`config.mk`:
```
export PLATFORM = sky130hd
export DESIGN_NAME = iterative_shifter
export DESIGN_NICKNAME = d
export VERILOG_FILES = /design/src/rtl/shifter_pkg.sv /design/src/rtl/shift_step.sv /design/src/rtl/iterative_shifter.sv
export SDC_FILE = /design/constraint.sdc
export NUM_CORES = 1
export LEC_CHECK = 0
export ABC_AREA = 1
export BUFFER_PORTS_ARGS = -buffer_cell sky130_fd_sc_hd__buf_2
export CORE_ASPECT_RATIO = 0.5
export CORE_MARGIN = 4
export CORE_UTILIZATION = 37
export CTS_CLUSTER_SIZE = 24
export DETAILED_ROUTE_END_ITERATION = 6
export SYNTH_ARGS = -nofsm -noshare
export SYNTH_HDL_FRONTEND = slang
export SYNTH_SLANG_ARGS = --single-unit
```
`constraint.sdc`:
```
create_clock -name CLK -period 2.1 [get_ports CLK]
set_input_delay 0.315 -clock CLK [delete_from_list [all_inputs] [get_ports CLK]]
set_output_delay 0.315 -clock CLK [all_outputs]
set_load 0.1 [all_outputs]
```
`src/rtl/shifter_pkg.sv`:
```
// Shared encodings and helpers for the iterative shifter: shift modes, FSM states,
// and the accept-to-result latency function.
package shifter_pkg;

   typedef enum logic [1:0] {
      SH_SLL  = 2'b00,
      SH_SRL  = 2'b01,
      SH_SRA  = 2'b10,
      SH_ROTL = 2'b11
   } shift_mode_e;

   typedef enum logic [1:0] {
      ST_IDLE  = 2'b00,
      ST_SHIFT = 2'b01,
      ST_DONE  = 2'b10
   } shift_state_e;

   // Edges from the accept edge (inclusive) until OutValid is visible.
   function automatic int unsigned shift_latency(input int unsigned shamt,
                                                 input int unsigned step);
      return 1 + (shamt + step - 1) / step;
   endfunction

endpackage

```
`src/rtl/shift_step.sv`:
```
// Combinational single-step shifter: moves data_i by 0..STEP positions in the given mode.
// Rotate wrap logic exists only when ITERATIVE_SHIFTER_ROTATE_EN is defined.
module shift_step
   import shifter_pkg::*;
#(
   parameter int WIDTH = 32,
   parameter int STEP  = 4,
   localparam int AMT_W = $clog2(STEP + 1)
) (
   input  logic [WIDTH-1:0] data_i,
   input  logic [AMT_W-1:0] amt_i,
   input  shift_mode_e      mode_i,
   input  logic             fill_i,
   output logic [WIDTH-1:0] data_o
);

   logic [WIDTH-1:0] sll_data;
   logic [WIDTH-1:0] srl_data;
   logic [WIDTH-1:0] fill_mask;

   assign sll_data  = data_i << amt_i;
   assign srl_data  = data_i >> amt_i;
   // Ones in the vacated MSB positions; only applied when the sign is set.
   assign fill_mask = fill_i ? ~({WIDTH{1'b1}} >> amt_i) : '0;

`ifdef ITERATIVE_SHIFTER_ROTATE_EN
   logic [WIDTH-1:0] rot_data;
   assign rot_data = sll_data | (data_i >> (WIDTH - int'(amt_i)));
`endif

   always_comb begin
      data_o = sll_data;
      case (mode_i)
         SH_SRL:  data_o = srl_data;
         SH_SRA:  data_o = srl_data | fill_mask;
`ifdef ITERATIVE_SHIFTER_ROTATE_EN
         SH_ROTL: data_o = rot_data;
`endif
         default: data_o = sll_data;
      endcase
   end

endmodule

```
`src/rtl/iterative_shifter.sv`:
```
// Multi-cycle variable shifter, STEP positions per clock, valid/ready on both sides.
// Define ITERATIVE_SHIFTER_ROTATE_EN to make Mode 11 a left rotate (otherwise it is SLL).
module iterative_shifter
   import shifter_pkg::*;
#(
   parameter int WIDTH = 32,
   parameter int STEP  = 4,
   localparam int SHAMT_W = $clog2(WIDTH)
) (
   input  logic               CLK,
   input  logic               RST_N,
   input  logic               InValid,
   output logic               InReady,
   input  logic [WIDTH-1:0]   InputData,
   input  logic [SHAMT_W-1:0] Shamt,
   input  logic [1:0]         Mode,
   output logic               OutValid,
   input  logic               OutReady,
   output logic [WIDTH-1:0]   OutputData
);

   localparam int AMT_W = $clog2(STEP + 1);
   localparam logic [SHAMT_W:0] STEP_L = (SHAMT_W + 1)'(STEP);

   shift_state_e       state_q;
   logic [WIDTH-1:0]   data_q;
   logic [SHAMT_W-1:0] rem_q;
   shift_mode_e        mode_q;
   logic               sign_q;
   logic               in_ready_q;
   logic               out_valid_q;

   logic [AMT_W-1:0]   step_amt;
   logic [WIDTH-1:0]   data_d;
   logic [SHAMT_W-1:0] rem_d;

   // Shift by min(remaining, STEP); the comparison is one bit wider so STEP==WIDTH fits.
   assign step_amt = ({1'b0, rem_q} >= STEP_L) ? AMT_W'(STEP) : AMT_W'(rem_q);
   assign rem_d    = rem_q - SHAMT_W'(step_amt);

   shift_step #(
      .WIDTH (WIDTH),
      .STEP  (STEP)
   ) u_step (
      .data_i (data_q),
      .amt_i  (step_amt),
      .mode_i (mode_q),
      .fill_i (sign_q & (mode_q == SH_SRA)),
      .data_o (data_d)
   );

   always_ff @(posedge CLK or negedge RST_N) begin
      if (!RST_N) begin
         state_q     <= ST_IDLE;
         data_q      <= '0;
         rem_q       <= '0;
         mode_q      <= SH_SLL;
         sign_q      <= 1'b0;
         in_ready_q  <= 1'b1;
         out_valid_q <= 1'b0;
      end else begin
         case (state_q)
            ST_IDLE: begin
               if (InValid) begin
                  data_q     <= InputData;
                  rem_q      <= Shamt;
                  mode_q     <= shift_mode_e'(Mode);
                  sign_q     <= InputData[WIDTH-1];
                  in_ready_q <= 1'b0;
                  if (Shamt == '0) begin
                     state_q     <= ST_DONE;
                     out_valid_q <= 1'b1;
                  end else begin
                     state_q <= ST_SHIFT;
                  end
               end
            end
            ST_SHIFT: begin
               data_q <= data_d;
               rem_q  <= rem_d;
               if (rem_d == '0) begin
                  state_q     <= ST_DONE;
                  out_valid_q <= 1'b1;
               end
            end
            ST_DONE: begin
               if (OutReady) begin
                  state_q     <= ST_IDLE;
                  out_valid_q <= 1'b0;
                  in_ready_q  <= 1'b1;
               end
            end
            default: begin
               state_q     <= ST_IDLE;
               out_valid_q <= 1'b0;
               in_ready_q  <= 1'b1;
            end
         endcase
      end
   end

   assign InReady    = in_ready_q;
   assign OutValid   = out_valid_q;
   assign OutputData = data_q;

endmodule

```
# Word-level counts from Yosys, hierarchy flattened
# Cells that the tools add are included.
[op_classes]
n_div = 0
bitwise_logic = 4
addsub = 1
multipliers = 0
n_reduce_logical = 9
n_lt_le_gt_ge = 1
muxes = 20
eq_ne = 8
shifts = 3
[ops]
columns = ["op", "count"]
rows = [
  ["case mux 32 bit (2 select lines)", 2],
  ["two-way mux 32 bit", 2],
  ["NOT 32 bit", 1],
  ["OR 32 bit", 1],
  ["<< shifter 32 x 3 -> 32 bit", 1],
  [">> shifter 32 x 3 -> 32 bit", 1],
  [">> shifter 32 x 3 -> 32 bit (first input constant)", 1],
  ["zero test 5 bit", 2],
  ["case mux 5 bit (2 select lines)", 1],
  ["two-way mux 2 bit", 4],
  ["!= test 2 bit (second input constant)", 4],
  ["two-way mux 1 bit", 6],
  ["case mux 1 bit (3 select lines)", 2],
  ["case mux 2 bit (3 select lines)", 1],
  ["AND reduction 3 bit", 2],
  ["greater-or-equal comparator 5 x 3 -> 1 bit (second input constant)", 1],
  ["two-way mux 5 bit", 1],
  ["subtractor 5 x 3 -> 5 bit", 1],
  ["== test 2 x 1 -> 1 bit (second input constant)", 2],
  ["== test 2 bit (second input constant)", 2],
  ["AND reduction 2 bit", 2],
  ["AND reduction 4 bit", 1],
  ["two-way mux 3 bit", 1],
  ["zero test 2 bit", 1],
  ["other kinds (3)", 3],
]
[totals]
mem_bits_ro = 0
latch_bits = 0
memories = 0
regBits = 44
elab_cells = 53
ramBits = 0
output_inout_bits = 34

# Logic depth before layout (Yosys ltp)
[depth]
word_depth = 8
mapped_depth = 14
mapped_depth_nobuf = 14

# Modules after synthesis
# Synthesis repeated with hierarchy kept, for this count alone.
[unflattened]
cells_unflattened = 786
area_unflattened_um2 = 4709.5
[modules_own_cells]
columns = ["module", "instances", "area_each_um2", "cells_each"]
rows = [
  ["iterative_shifter", 1, 2383.5, 270],
  ["shift_step", 1, 2326.0, 516],
]

# Worst setup path before layout
# Ideal clock, no wire load.
[synth_path]
path_kind = "reg-to-reg"
startpoint = "reg mode_q[0]"
endpoint = "reg data_q[30], in the netlist OutputData[30]"
path_buffers = 1
setup_slack_ps = 311
stages_incl_launch_ff = 13
t_arrival_ps = 1676
setup_ps = 113
cell_sequence = "dfrtp_1 inv_1 ha_1 inv_1 o21ai_1 inv_1 nand2_1 buf_4 a21oi_1 a21oi_1 nand3_1 nand2_1 inv_1"
[synth_between]
elab_chain_cells = 6
[synth_lines]
columns = ["element", "line_no", "source"]
rows = [
  ["start, declared", "iterative_shifter.sv:28", "shift_mode_e mode_q;"],
  ["start signal, assigned", "iterative_shifter.sv:67", "mode_q <= shift_mode_e'(Mode);"],
  ["== test 2 bit", "shift_step.sv:33, iterative_shifter.sv:48", ""],
  ["AND 1 bit", "iterative_shifter.sv:48", ".fill_i (sign_q & (mode_q == SH_SRA)),"],
  ["two-way mux 32 bit", "shift_step.sv:24", "assign fill_mask = fill_i ? ~({WIDTH{1'b1}} >> amt_i) : '0;"],
  ["OR 32 bit", "shift_step.sv:35", "SH_SRA: data_o = srl_data | fill_mask;"],
  ["case mux 32 bit (2 select lines) (*)", "shift_step.sv:33", "case (mode_i)"],
  ["case mux 32 bit (2 select lines) (*)", "iterative_shifter.sv:62", "case (state_q)"],
  ["end signal, assigned", "iterative_shifter.sv:65", "data_q <= InputData;"],
  ["end signal, assigned", "iterative_shifter.sv:79", "data_q <= data_d;"],
  ["end, declared", "iterative_shifter.sv:26", "logic [WIDTH-1:0] data_q;"],
]
# Every way passes the cells marked *; elsewhere a longest branch is shown, timed or not.
# A chain may end at the register's enable or synchronous reset.

# Worst setup path in the final report
[layout_path]
startpoint = "reg mode_q[0]"
endpoint = "reg data_q[20], in the netlist OutputData[20]"
# The elaborated chain is that of the path after synthesis.

==> reports/summary.txt <==
Run status: finished clean
Synthesized-area fraction occupied by adder cells: 0.900%
Initial antenna violation count: 0
Worst path cell trace: inv_1 > ha_1 > inv_1 > o21ai_1 > inv_1 > nand2_1 > inv_1 > buf_4 > o2111ai_1 > nand3_1
HPWL Detailed: 10800 um
Fraction of layout instances using a drive strength above 1: 15.3%
Mean area per synthesized cell: 5.73 um2
Dominant synthesized flop cell: sky130_fd_sc_hd__dfrtp_1
Area added between synthesis and finish: 18.2%
Post-Place Setup Slack: 0.262 ns
Largest fanout of any net on the critical path: 8
GR Overflow Total: 0
CTS sink cnt: 44
Drt total wl: 15000 um
Sequential element share of the synthesized area: 26.4%
Critical Path End Type: flop
Pre-Repair DR Iteration Count: 5
Synth Net Count: 773
Cts hold-fix bufs: 0
Number of enable-type register cells in the synthesized netlist: 0
Worst-case headroom to the max-slew limit: 63.0%
Core area: 11000 um2
Clock transition at the registers of the reported paths: 0.07 ns
Final sum of negative setup slack: 0 ns
Reg2reg start: mode_q[0]
Ranking of synthesized cells by area: sky130_fd_sc_hd__nand2_1, sky130_fd_sc_hd__dfrtp_1, sky130_fd_sc_hd__nand3_1
Least-Margin Pin Slew: 0.555 ns
Port bufs: 76
Aggregate global-route resource usage: 23.1%
Critical path startpoint category: flop
Kind of cell adding the most delay to the critical path: buffers and inverters
Cell taking the most area after synthesis: sky130_fd_sc_hd__nand2_1
Area share of the largest cell type after synthesis: 27.4%
Cell with the largest stage delay on the worst path: sky130_fd_sc_hd__ha_1
Xor/xnor share of the synthesized area: 0%
Final worst-path cycle share: 89.9%
Fillers: 1226
Largest net degree at the start of global routing: 41
Remaining antenna violation count after routing: 0
Number of global-route vias before repair: 4813
Warnings, synthesis: 0
Fmax: 0.530 GHz
Worst-case clock skew: 0.00781 ns
Multiplexer share of the synthesized area: 0%
Path class of the lowest-slack min-delay path: in2async
Bufs and invs on worst path: 5
Area fraction in compound gates after synthesis: 17.0%
Initial standard-cell utilization of the core: 37.9%
Count of endpoints failing hold in the final timing report: 0
Final estimated routing congestion in global placement: 0.912
Largest family of logic cells by synthesized area: simple AND/OR/NAND/NOR gates
NumNets Final: 843
WS Path Type: reg2reg
Setup slack after layout: 0.212 ns
Setup Viol. Count Final: 0
Maximum level of the CTS H-tree: 2
Required time of the critical path: 2.33 ns
Basic-gate share of the synthesized area counting and, or, nand and nor cells: 46.1%
Standard-cell row count: 27
Number of post-CTS setup repair buffers: 0
Final critical-path required period: 1.89 ns
Most numerous cell types in the synthesized netlist: sky130_fd_sc_hd__nand2_1, sky130_fd_sc_hd__nand3_1, sky130_fd_sc_hd__o21ai_0, sky130_fd_sc_hd__inv_1, sky130_fd_sc_hd__dfrtp_1
TritonCTS clock tree: yes
Count of pins over their slew limit: 0
Total CTS buffers: 5
Most common cell in the synthesized netlist: sky130_fd_sc_hd__nand2_1
First-pass GRT wire length: 24900 um
Die area: 13100 um2
Area of the mapped netlist: 4170 um2
Number of ports placed on the die boundary: 77
Crit path from: mode_q[0]
Ant diodes: 0
DRC errors left: 0
Gates resized, CTS repair: 0
Number of distinct library cell variants in the gate-level netlist after synthesis: 34
Crit-path most repeated cell: sky130_fd_sc_hd__inv_1
Chip width: 158 um
Count of routing violations after the opening detailed-route iteration: 416
CTS Root Cell: sky130_fd_sc_hd__clkbuf_16
Number of maximum-capacitance violations: 0
Cell count after synthesis: 727
Number of vias per cell: 5.40
Fraction of registers with async set or reset after synthesis: 100%
Number of buffers on the longest clock path: 2
Worst-skew pair later-pin latency: 0.30 ns
Routed wire per std cell: 15.9 um
Vias: 5093
Height of the chip: 83.1 um
Worst path max stage delay: 0.36 ns
Unrepaired setup endpoints after global routing: false
Synthesis-stage register bit count: 44
Arr. time, crit path: 2.12 ns
-- cell type report --
class | count | area, um2 | area share, %
timing repair buffer | 101 | 631 | 12.8
multi-input combinational | 593 | 2670 | 54.2
sequential | 44 | 1100 | 22.4
clock buffer | 8 | 146 | 2.97
tap | 145 | 181 | 3.68
inverter | 52 | 195 | 3.96
-- layer usage --
metal	wire length, um	vias up	global-route usage, %
li1	-	2530	-
met1	7300	2337	34.3
met2	6360	207	34.6
met3	1220	19	4.69
met4	156	0	4.49
met5	0	-	0
-- cell usage in the layout (no fill, tap or decap), types with 6 or more instances in the layout --
| master | count |
|---|---|
| sky130_fd_sc_hd__nand2_1 | 304 |
| sky130_fd_sc_hd__nand3_1 | 96 |
| sky130_fd_sc_hd__buf_2 | 76 |
| sky130_fd_sc_hd__o21ai_0 | 53 |
| sky130_fd_sc_hd__inv_1 | 46 |
| sky130_fd_sc_hd__dfrtp_1 | 43 |
| sky130_fd_sc_hd__nor2_1 | 39 |
| sky130_fd_sc_hd__a21oi_1 | 34 |
| sky130_fd_sc_hd__buf_4 | 20 |
| sky130_fd_sc_hd__o21ai_1 | 17 |
| sky130_fd_sc_hd__o211ai_1 | 9 |
| sky130_fd_sc_hd__inv_2 | 6 |
-- registers in the layout (all words and copies together), names as in the netlist --
name,count
OutputData,32
rem_q,5
mode_q,2
state_q,2
InReady,1
OutValid,1
sign_q,1
-- metrics by stage --
stage / hold slack, ns / cell area [um2] / util (%) / std cells
2_1_floorplan: 0.0194 / 4170 / - / 727
3_3_place_gp: 0.318 / 4780 / 43.4 / 935
3_5_place_dp: 0.318 / 4780 / 43.4 / 935
4_1_cts: 0.00209 / 4930 / 44.7 / 943
5_1_grt: 0.00520 / 4930 / 44.7 / 943
6_report: 0.00127 / 4930 / 44.7 / 943
-- kinds of logic after synthesis --
| kind of cell | Yosys count |
|---|---|
| AOI/OAI and AO/OA | 129 |
| buffers and inverters | 90 |
| and+or+nand+nor | 460 |
| other | 1 |
| adders and majority gates | 3 |
| DFF | 44 |
-- path summary, 6_finish.rpt --
check	end	slack, ns	cells after the start
min in group CLK	mode_q[0]	0.24	3
hold / removal	OutputData[11]	0.001	2
max in group asynchronous	InReady	1.73	2
setup / recovery	OutputData[20]	0.21	10
hold reg to reg	OutValid	0.48	2
setup reg to reg	OutputData[20]	0.21	10
Power is left out: the tool's default activity adds up to more than one toggle a clock period on the data nets, which glitch-free logic cannot reach.
